## src/rtl/params_pkg.sv

```systemverilog
// Shared widths and types for the multiply/writeback scheduling slice.
package params_pkg;

  localparam int unsigned DATA_WIDTH     = 32;
  localparam int unsigned REGISTER_WIDTH = 5;
  localparam int unsigned MUL_LATENCY    = 5;

  typedef enum logic [1:0] {
    WB_NONE,
    WB_MUL,
    WB_BUF,
    WB_ALU
  } wb_src_e;

  typedef struct packed {
    logic                      valid;
    logic [REGISTER_WIDTH-1:0] rd;
  } mul_stage_t;

endpackage

```

## src/rtl/mul_wb_scheduler_if.sv

```systemverilog
// Issue/result bundle between the execute/memory stages and the writeback scheduler.
interface mul_wb_scheduler_if #(
  parameter int unsigned DATA_WIDTH     = params_pkg::DATA_WIDTH,
  parameter int unsigned REGISTER_WIDTH = params_pkg::REGISTER_WIDTH
) ();

  logic                      ex_valid;
  logic [REGISTER_WIDTH-1:0] ex_wr_reg;
  logic [DATA_WIDTH-1:0]     mul_result;
  logic                      alu_wb_valid;
  logic [REGISTER_WIDTH-1:0] alu_wb_reg;
  logic [DATA_WIDTH-1:0]     alu_wb_data;
  logic                      alu_wb_ready;

  modport master (
    output ex_valid,
    output ex_wr_reg,
    output mul_result,
    output alu_wb_valid,
    output alu_wb_reg,
    output alu_wb_data,
    input  alu_wb_ready
  );

  modport slave (
    input  ex_valid,
    input  ex_wr_reg,
    input  mul_result,
    input  alu_wb_valid,
    input  alu_wb_reg,
    input  alu_wb_data,
    output alu_wb_ready
  );

endinterface

```

## src/rtl/wb_hold_buffer.sv

```systemverilog
// Single-entry parking slot for an ALU/memory result that lost arbitration to a multiply.
module wb_hold_buffer #(
  parameter int unsigned DATA_WIDTH     = 32,
  parameter int unsigned REGISTER_WIDTH = 5
) (
  input  logic                      clk_i,
  input  logic                      rst_i,
  input  logic                      load_i,
  input  logic                      clear_i,
  input  logic [REGISTER_WIDTH-1:0] rd_i,
  input  logic [DATA_WIDTH-1:0]     data_i,
  output logic                      valid_o,
  output logic [REGISTER_WIDTH-1:0] rd_o,
  output logic [DATA_WIDTH-1:0]     data_o
);

  logic                      valid_q, valid_d;
  logic [REGISTER_WIDTH-1:0] rd_q, rd_d;
  logic [DATA_WIDTH-1:0]     data_q, data_d;

  always_comb begin
    valid_d = valid_q;
    rd_d    = rd_q;
    data_d  = data_q;
    if (load_i) begin
      valid_d = 1'b1;
      rd_d    = rd_i;
      data_d  = data_i;
    end else if (clear_i) begin
      valid_d = 1'b0;
    end
  end

  always_ff @(posedge clk_i or negedge rst_i) begin
    if (!rst_i) begin
      valid_q <= 1'b0;
      rd_q    <= '0;
      data_q  <= '0;
    end else begin
      valid_q <= valid_d;
      rd_q    <= rd_d;
      data_q  <= data_d;
    end
  end

  assign valid_o = valid_q;
  assign rd_o    = rd_q;
  assign data_o  = data_q;

endmodule

```

## src/rtl/mul_wb_scheduler.sv

```systemverilog
// Tracks in-flight fixed-latency multiplies and arbitrates the single register-file write port
// between multiply results, a parked ALU result and a fresh ALU result.
module mul_wb_scheduler #(
  parameter int unsigned DATA_WIDTH     = params_pkg::DATA_WIDTH,
  parameter int unsigned REGISTER_WIDTH = params_pkg::REGISTER_WIDTH,
  parameter int unsigned MUL_LATENCY    = params_pkg::MUL_LATENCY,
  parameter int unsigned COLL_CNT_WIDTH = 16
) (
  input  logic                                       clk_i,
  input  logic                                       rst_i,
  mul_wb_scheduler_if.slave                          bus,
  output logic [MUL_LATENCY-2:0]                     ex_valid_o,
  output logic [MUL_LATENCY-2:0][REGISTER_WIDTH-1:0] ex_wr_reg_o,
  output logic                                       wb_is_next_cycle_o,
  output logic                                       wb_reg_wr_en_o,
  output logic [REGISTER_WIDTH-1:0]                  wb_wr_reg_o,
  output logic [DATA_WIDTH-1:0]                      wb_data_o,
  output logic [COLL_CNT_WIDTH-1:0]                  coll_cnt_o
);

  import params_pkg::*;

  localparam int unsigned LastStage = MUL_LATENCY - 1;

  // Index 0 is stage 1; index LastStage is the stage whose result is on mul_result.
  mul_stage_t [MUL_LATENCY-1:0] stage_q, stage_d;

  logic                      hold_valid;
  logic [REGISTER_WIDTH-1:0] hold_rd;
  logic [DATA_WIDTH-1:0]     hold_data;
  logic                      hold_load, hold_clear;

  logic                      alu_ready;
  logic                      alu_take;
  logic                      alu_live;
  mul_stage_t                mul_last;
  wb_src_e                   wb_src;

  logic                      wb_en_q, wb_en_d;
  logic [REGISTER_WIDTH-1:0] wb_reg_q, wb_reg_d;
  logic [DATA_WIDTH-1:0]     wb_data_q, wb_data_d;
  logic [COLL_CNT_WIDTH-1:0] coll_cnt_q, coll_cnt_d;

  // The pipe never stalls; an x0 destination is dropped here so it can never raise a hazard.
  always_comb begin
    stage_d          = stage_q;
    stage_d[0].valid = bus.ex_valid && (bus.ex_wr_reg != '0);
    stage_d[0].rd    = bus.ex_wr_reg;
    for (int k = 1; k < MUL_LATENCY; k++) begin
      stage_d[k] = stage_q[k-1];
    end
  end

  always_comb begin
    ex_valid_o  = '0;
    ex_wr_reg_o = '0;
    for (int k = 0; k < MUL_LATENCY - 1; k++) begin
      ex_valid_o[k]  = stage_q[k].valid;
      ex_wr_reg_o[k] = stage_q[k].rd;
    end
  end

  assign mul_last           = stage_q[LastStage];
  assign wb_is_next_cycle_o = mul_last.valid;

  // Ready comes from the registered buffer flag only, so upstream sees no input-to-ready path.
  assign alu_ready        = !hold_valid;
  assign bus.alu_wb_ready = alu_ready;
  assign alu_take         = bus.alu_wb_valid && alu_ready;
  assign alu_live         = alu_take && (bus.alu_wb_reg != '0);

  always_comb begin
    wb_src = WB_NONE;
    if (mul_last.valid) begin
      wb_src = WB_MUL;
    end else if (hold_valid) begin
      wb_src = WB_BUF;
    end else if (alu_live) begin
      wb_src = WB_ALU;
    end
  end

  assign hold_load  = (wb_src == WB_MUL) && alu_live;
  assign hold_clear = (wb_src == WB_BUF);

  always_comb begin
    wb_en_d   = (wb_src != WB_NONE);
    wb_reg_d  = wb_reg_q;
    wb_data_d = wb_data_q;
    unique case (wb_src)
      WB_MUL: begin
        wb_reg_d  = mul_last.rd;
        wb_data_d = bus.mul_result;
      end
      WB_BUF: begin
        wb_reg_d  = hold_rd;
        wb_data_d = hold_data;
      end
      WB_ALU: begin
        wb_reg_d  = bus.alu_wb_reg;
        wb_data_d = bus.alu_wb_data;
      end
      WB_NONE: ;
    endcase
  end

  always_comb begin
    coll_cnt_d = coll_cnt_q;
    if (hold_load && (coll_cnt_q != '1)) begin
      coll_cnt_d = coll_cnt_q + COLL_CNT_WIDTH'(1);
    end
  end

  wb_hold_buffer #(
    .DATA_WIDTH    (DATA_WIDTH),
    .REGISTER_WIDTH(REGISTER_WIDTH)
  ) u_hold (
    .clk_i  (clk_i),
    .rst_i  (rst_i),
    .load_i (hold_load),
    .clear_i(hold_clear),
    .rd_i   (bus.alu_wb_reg),
    .data_i (bus.alu_wb_data),
    .valid_o(hold_valid),
    .rd_o   (hold_rd),
    .data_o (hold_data)
  );

  always_ff @(posedge clk_i or negedge rst_i) begin
    if (!rst_i) begin
      stage_q    <= '0;
      wb_en_q    <= 1'b0;
      wb_reg_q   <= '0;
      wb_data_q  <= '0;
      coll_cnt_q <= '0;
    end else begin
      stage_q    <= stage_d;
      wb_en_q    <= wb_en_d;
      wb_reg_q   <= wb_reg_d;
      wb_data_q  <= wb_data_d;
      coll_cnt_q <= coll_cnt_d;
    end
  end

  assign wb_reg_wr_en_o = wb_en_q;
  assign wb_wr_reg_o    = wb_reg_q;
  assign wb_data_o      = wb_data_q;
  assign coll_cnt_o     = coll_cnt_q;

  // A full buffer must hold ready low, so a second deferral can never overwrite it.
  a_no_overwrite : assert property (@(posedge clk_i) disable iff (!rst_i)
    !(hold_load && hold_valid));
  a_no_load_clear : assert property (@(posedge clk_i) disable iff (!rst_i)
    !(hold_load && hold_clear));

endmodule

```

## src/flat_wrapper.sv

```systemverilog
// flat-port wrapper written by rule: the top's interface ports become plain ports
module mul_wb_scheduler_flat import params_pkg::*;
#(
  parameter int unsigned DATA_WIDTH     = params_pkg::DATA_WIDTH,
  parameter int unsigned REGISTER_WIDTH = params_pkg::REGISTER_WIDTH,
  parameter int unsigned MUL_LATENCY    = params_pkg::MUL_LATENCY,
  parameter int unsigned COLL_CNT_WIDTH = 16
)
  (clk_i, rst_i, ex_valid_o, ex_wr_reg_o, wb_is_next_cycle_o, wb_reg_wr_en_o, wb_wr_reg_o, wb_data_o, coll_cnt_o, bus_ex_valid, bus_ex_wr_reg, bus_mul_result, bus_alu_wb_valid, bus_alu_wb_reg, bus_alu_wb_data, bus_alu_wb_ready);
  mul_wb_scheduler_if #(.DATA_WIDTH(DATA_WIDTH), .REGISTER_WIDTH(REGISTER_WIDTH)) bus_i ();
  input  logic clk_i;
  input  logic rst_i;
  output logic [MUL_LATENCY-2:0] ex_valid_o;
  output logic [MUL_LATENCY-2:0][REGISTER_WIDTH-1:0] ex_wr_reg_o;
  output logic wb_is_next_cycle_o;
  output logic wb_reg_wr_en_o;
  output logic [REGISTER_WIDTH-1:0] wb_wr_reg_o;
  output logic [DATA_WIDTH-1:0] wb_data_o;
  output logic [COLL_CNT_WIDTH-1:0] coll_cnt_o;
  input wire logic [$bits(bus_i.ex_valid)-1:0] bus_ex_valid;
  input wire logic [$bits(bus_i.ex_wr_reg)-1:0] bus_ex_wr_reg;
  input wire logic [$bits(bus_i.mul_result)-1:0] bus_mul_result;
  input wire logic [$bits(bus_i.alu_wb_valid)-1:0] bus_alu_wb_valid;
  input wire logic [$bits(bus_i.alu_wb_reg)-1:0] bus_alu_wb_reg;
  input wire logic [$bits(bus_i.alu_wb_data)-1:0] bus_alu_wb_data;
  output wire logic [$bits(bus_i.alu_wb_ready)-1:0] bus_alu_wb_ready;
  assign bus_i.ex_valid = bus_ex_valid;
  assign bus_i.ex_wr_reg = bus_ex_wr_reg;
  assign bus_i.mul_result = bus_mul_result;
  assign bus_i.alu_wb_valid = bus_alu_wb_valid;
  assign bus_i.alu_wb_reg = bus_alu_wb_reg;
  assign bus_i.alu_wb_data = bus_alu_wb_data;
  assign bus_alu_wb_ready = bus_i.alu_wb_ready;
  mul_wb_scheduler #(.DATA_WIDTH(DATA_WIDTH), .REGISTER_WIDTH(REGISTER_WIDTH), .MUL_LATENCY(MUL_LATENCY), .COLL_CNT_WIDTH(COLL_CNT_WIDTH)) u_core (.clk_i(clk_i), .rst_i(rst_i), .bus(bus_i), .ex_valid_o(ex_valid_o), .ex_wr_reg_o(ex_wr_reg_o), .wb_is_next_cycle_o(wb_is_next_cycle_o), .wb_reg_wr_en_o(wb_reg_wr_en_o), .wb_wr_reg_o(wb_wr_reg_o), .wb_data_o(wb_data_o), .coll_cnt_o(coll_cnt_o));
endmodule
```

## config.mk

```make
export PLATFORM = sky130hd
export DESIGN_NAME = mul_wb_scheduler_flat
export DESIGN_NICKNAME = d
export VERILOG_FILES = /design/src/rtl/params_pkg.sv /design/src/rtl/mul_wb_scheduler_if.sv /design/src/rtl/wb_hold_buffer.sv /design/src/rtl/mul_wb_scheduler.sv /design/src/flat_wrapper.sv
export SDC_FILE = /design/constraint.sdc
export NUM_CORES = 1
export LEC_CHECK = 0
export BUFFER_PORTS_ARGS = -buffer_cell sky130_fd_sc_hd__buf_2
export CORE_ASPECT_RATIO = 1.2
export CORE_UTILIZATION = 55
export CTS_CLUSTER_DIAMETER = 60
export DETAILED_ROUTE_END_ITERATION = 10
export PLACE_DENSITY = 0.85
export SLEW_MARGIN = 5
export SYNTH_ARGS = -nofsm -noshare
export SYNTH_HDL_FRONTEND = slang
export SYNTH_SLANG_ARGS = --single-unit
```

## constraint.sdc

```tcl
create_clock -name clk_i -period 4.6 [get_ports clk_i]
set_clock_uncertainty 0.05 [all_clocks]
set_input_delay 0.92 -clock clk_i [delete_from_list [all_inputs] [get_ports clk_i]]
set_output_delay 0.92 -clock clk_i [all_outputs]
set_load 0.1 [all_outputs]
```

# Word level (Yosys, flattened, before mapping)
# Cells that the tools add are included.
word_totals:
  ff_bits: 122
  output_inout_bits: 80
op_classes:
  add_sub_neg: 1
  n_eq_ne: 4
  n_mux: 7
  n_reduce_logical: 11
op_table:
  columns: ["op", "count"]
  rows:
  - ["case mux 32 bit (3 select lines)", 1]
  - ["adder 16 x 1 -> 16 bit, second input constant", 1]
  - ["inequality test 16 bit, second input constant", 1]
  - ["case mux 5 bit (3 select lines)", 1]
  - ["nonzero test 5 bit", 2]
  - ["2-to-1 mux 2 bit", 3]
  - ["logical AND 1 bit", 5]
  - ["equality test 2 bit, second input constant", 2]
  - ["nonzero test 2 bit", 2]
  - ["nonzero test 3 bit", 1]
  - ["equality test 2 x 1 -> 1 bit, second input constant", 1]
  - ["2-to-1 mux 1 bit", 2]
  - ["logical NOT 1 bit", 1]

# Logic depth before layout (Yosys ltp)
depth:
  depth_word: 9
  depth_mapped: 7

# Cells and area by module
# Synthesis repeated with hierarchy kept, for this count alone.
unflattened:
  hier_cells: 430
  hier_area_um2: 5266.3
by_module_without_submodules:
  columns: ["mod", "instances", "cells_each", "area_per_inst_um2"]
  rows:
  - ["mul_wb_scheduler", 1, 349, 3777.4]
  - ["wb_hold_buffer", 1, 81, 1488.9]

# Least setup slack after synthesis
# Ideal clock, no wire load.
synth_path:
  path_kind: "flip-flop to flip-flop"
  startpoint: "register u_core.coll_cnt_q[0] (netlist: u_core.coll_cnt_o[0])"
  endpoint: "register u_core.coll_cnt_q[8] (netlist: u_core.coll_cnt_o[8])"
  arrival_time_ps: 2236
  t_required_ps: 4386
  path_slack_ps: 2150
  stages_incl_launch_ff: 7
  path_buffers: 1
  period_less_slack_ps: 2450
  cell_sequence: "dfrtp_1 ha_1 nand3_1 nor4_1 clkbuf_1 nor4_1 xor2_1"
synth_via:
  elab_chain_cells: 2
  elab_cells_between_ends: 3
synth_lines:
  columns: ["element", "line_no", "rtl"]
  rows:
  - ["from (decl)", "mul_wb_scheduler.sv:42", "logic [COLL_CNT_WIDTH-1:0] coll_cnt_q, coll_cnt_d;"]
  - ["from (signal assigned)", "mul_wb_scheduler.sv:141", "coll_cnt_q <= coll_cnt_d;"]
  - ["branches (longest 2 deep; another with adder 16 x 1 -> 16 bit)", null, null]
# Parallel ways; which one is timed is not known.
# A chain may end at the register's enable or synchronous reset.

# Worst setup path in the final report
layout_path:
  startpoint: "register u_core.stage_q, in the netlist u_core.wb_is_next_cycle_o"
  endpoint: "output port wb_is_next_cycle_o"
layout_lines:
  columns: ["element", "line_no", "rtl"]
  rows:
  - ["from (decl)", "mul_wb_scheduler.sv:26", "mul_stage_t [MUL_LATENCY-1:0] stage_q, stage_d;"]
  - ["from (signal assigned)", "mul_wb_scheduler.sv:137", "stage_q <= stage_d;"]
  - ["to (decl)", "flat_wrapper.sv:15", "output logic wb_is_next_cycle_o;"]
# No word-level cell between the ends.

==> impl_metrics.json <==
{
  "antenna_found_initial": 1,
  "syn_inst": 423,
  "final_cells": 692,
  "cts-buffers-inserted": 17,
  "routedWlPerCell_um": 16.3,
  "synth_edf_count": 0,
  "io_pins": 158,
  "synth_cell_type_count": 35,
  "dieArea_um2": 9740,
  "reg2regPathDepth": 4,
  "path_clk_slew_ns": 0.06,
  "worst-endpoint-arrival_ns": 1.77,
  "grt_max_degree": 64,
  "async_flop_share_pct": 100,
  "hold_ws_ns": 0.320,
  "viasPerCell": 5.50,
  "ctsResizeCount": 0,
  "htree_levels": 4,
  "max_slew_margin_pct": 14.6,
  "postSynthAreaPerCell_um2": 12.2,
  "drtPass1Iterations": 5,
  "max_clock_freq_mhz": 365,
  "hold_viol": 0,
  "netlist_top_cells_area": "dfrtp_1, mux2_1, o221a_1, a21oi_1, buf_4",
  "outcome": "complete, no violations",
  "drt_iter0_drc": 183,
  "netlist_area_um2": 5140,
  "placed_cell_area_um2": 5840,
  "detail-route-antenna-nets": 0,
  "yosysWarnings": 0,
  "dp_hpwl_mm": 7.49,
  "post-place-ws_ns": 1.42,
  "nets": 638,
  "synth.ff_latch_count": 122,
  "gp_congestion": 0.853,
  "end_kind": "output port",
  "syn_nets": 502,
  "coreArea_um2": 9080,
  "clkSinkCount": 122,
  "setup_viol": 0,
  "r2r-start": "u_core.wb_is_next_cycle_o",
  "grt-ovfl-total": 0,
  "finalSetupTns_ns": 0,
  "io_buffers": 157,
  "area_delta_synth_final_pct": 25.8,
  "grt_pass1_wl_mm": 18.7,
  "required_ns": 3.63,
  "max_slew.worst_pin.slew_ns": 1.28,
  "maxSlewViolCount": 0,
  "start_util_pct": 56.6,
  "min_period_over_period_pct": 59.6,
  "p_leak_uw": 0.00320,
  "synth.largest_area_cell": "dfrtp_1",
  "hold_class": "reg -> reg",
  "die_w_um": 90.3,
  "rrSetupSlack_ns": 2.13,
  "cts_tree": "done",
  "cts_buffer_depth": 2,
  "antenna_cells": 0,
  "worstSetupStartpoint": "u_core.wb_is_next_cycle_o",
  "post_cts_buffers": 0,
  "grt.total_usage_pct": 24.7,
  "yosysSeqAreaShare_pct": 59.4,
  "clock_latency_ns": 0.50,
  "grt_pass1_vias": 3939,
  "die_y_um": 108,
  "fin_ws_ns": 1.86,
  "startpoint_type": "register",
  "vias": 3803,
  "final_area_um2": 6470,
  "irDropWorstVdd_v": 0.000706,
  "ctsHoldBuffers": 0,
  "powerDensity_nw_per_um2": 568,
  "placed_cells_incl_taps": 660,
  "synth_top_area_share_pct": 59.4,
  "rsz0062_at_grt": "false",
  "drc": 0,
  "crit_fanout": 45,
  "layout_min_cycle_time_ns": 2.74,
  "crit_type": "reg -> out",
  "drv_cap": 0,
  "finalWirelength_mm": 11.3,
  "ys.flop_type": "dfrtp_1",
  "reg2reg_to": "u_core.wb_data_o[25]",
  "post_route_cells_drive_above_1_share_pct": 39.3,
  "root_buffer": "clkbuf_8",
  "crit_path_end": "wb_is_next_cycle_o",
  "row_count": 38
}
## cell type report
cell class              count  area, um2
well taps                 120        150
clock inverters            15        214
fillers                   635       2610
inverters                  37        139
repair buffers            163        846
clock buffers              17        414
flip-flops and latches    122       3050
multi-input cells         218       1650
## critical path: stages, from the launching register on
cell,delay [ns]
dfrtp_1,0.33
buf_4,0.41
buf_2,0.52
## worst min-delay path by stage
stage	from	end	depth (start not counted)
floorplan	u_core.ex_valid_o[0]	u_core.ex_valid_o[1]	0
global placement	u_core.ex_wr_reg_o[11]	u_core.ex_wr_reg_o[16]	0
detailed placement	u_core.ex_wr_reg_o[5]	u_core.ex_wr_reg_o[10]	0
CTS	u_core.ex_wr_reg_o[6]	u_core.ex_wr_reg_o[11]	0
global route	u_core.ex_wr_reg_o[14]	u_core.ex_wr_reg_o[19]	0
finish	u_core.ex_wr_reg_o[6]	u_core.ex_wr_reg_o[11]	0
## cells in the mapped netlist, types with 3 or more instances
master and n:
a21oi_1 36, buf_2 10, buf_4 24, buf_6 3, clkbuf_1 9, dfrtp_1 122
inv_1 37, mux2_1 24, mux2_2 14, nand2_1 8, nand3_1 6, nand4_1 4
nor2_1 38, nor3_1 3, nor4_1 12, o21a_1 3, o221a_1 21, o221a_2 13
xor2_1 15
## registers in the layout (all words and copies together), names as in the netlist, 4 cells and up
name / cells
u_core.u_hold.data_o: 32
u_core.mul_last: 5
u_core.coll_cnt_o: 16
u_core.ex_valid_o: 4
u_core.u_hold.rd_o: 5
u_core.wb_data_o: 32
u_core.wb_wr_reg_o: 5
u_core.ex_wr_reg_o: 20
## placed cells by master (no fill, tap or decap), types with 3 or more instances in the layout
| cell type | count |
|---|---|
| nand2_1 | 8 |
| buf_4 | 6 |
| a21oi_1 | 36 |
| nor4_1 | 12 |
| o221a_1 | 21 |
| nor2_1 | 38 |
| bufinv_16 | 4 |
| mux2_2 | 14 |
| nand3_1 | 6 |
| mux2_1 | 24 |
| o221a_2 | 13 |
| o21a_1 | 3 |
| dfrtp_1 | 122 |
| inv_1 | 37 |
| clkbuf_16 | 16 |
| clkinv_4 | 4 |
| xor2_1 | 15 |
| buf_2 | 156 |
| inv_6 | 5 |
| nor3_1 | 3 |
| nand4_1 | 4 |
## through the flow
| step | power (uW) | util, % |
|---|---|---|
| final | 3680 | 71.2 |
| after global routing | 3810 | 71.2 |
| after CTS | 3700 | 71.2 |
| after detailed placement | 2300 | 64.3 |
| after global placement | 2270 | 64.3 |
| after floorplan | 2100 | - |
## per-layer routing
metal	vias to the layer above	part of all wire (%)	global-route usage [%]
li1	1753	-	-
met3	11	7.7	8.26
met1	1876	40	29.5
met2	161	51	42.5
met5	-	0.089	0
met4	2	0.81	7.83
## power by group
part / switching (uW) / internal (uW) / total [uW]
registers: 101 / 1220 / 1320
clock network: 503 / 891 / 1390
logic: 759 / 200 / 959
total: 1360 / 2310 / 3680
## kinds of logic after synthesis
| kind of cell | after synthesis | synth area share, % |
|---|---|---|
| AOI/OAI and AO/OA | 82 | 13.1 |
| xor gates and xnor gates | 15 | 2.55 |
| adders and majority gates | 1 | 0.243 |
| buffers and inverters | 83 | 8.49 |
| DFF | 122 | 59.4 |
| muxes | 38 | 8.32 |
| and+or+nand+nor | 82 | 7.91 |
No activity file was read; power rests on OpenSTA's default activity.
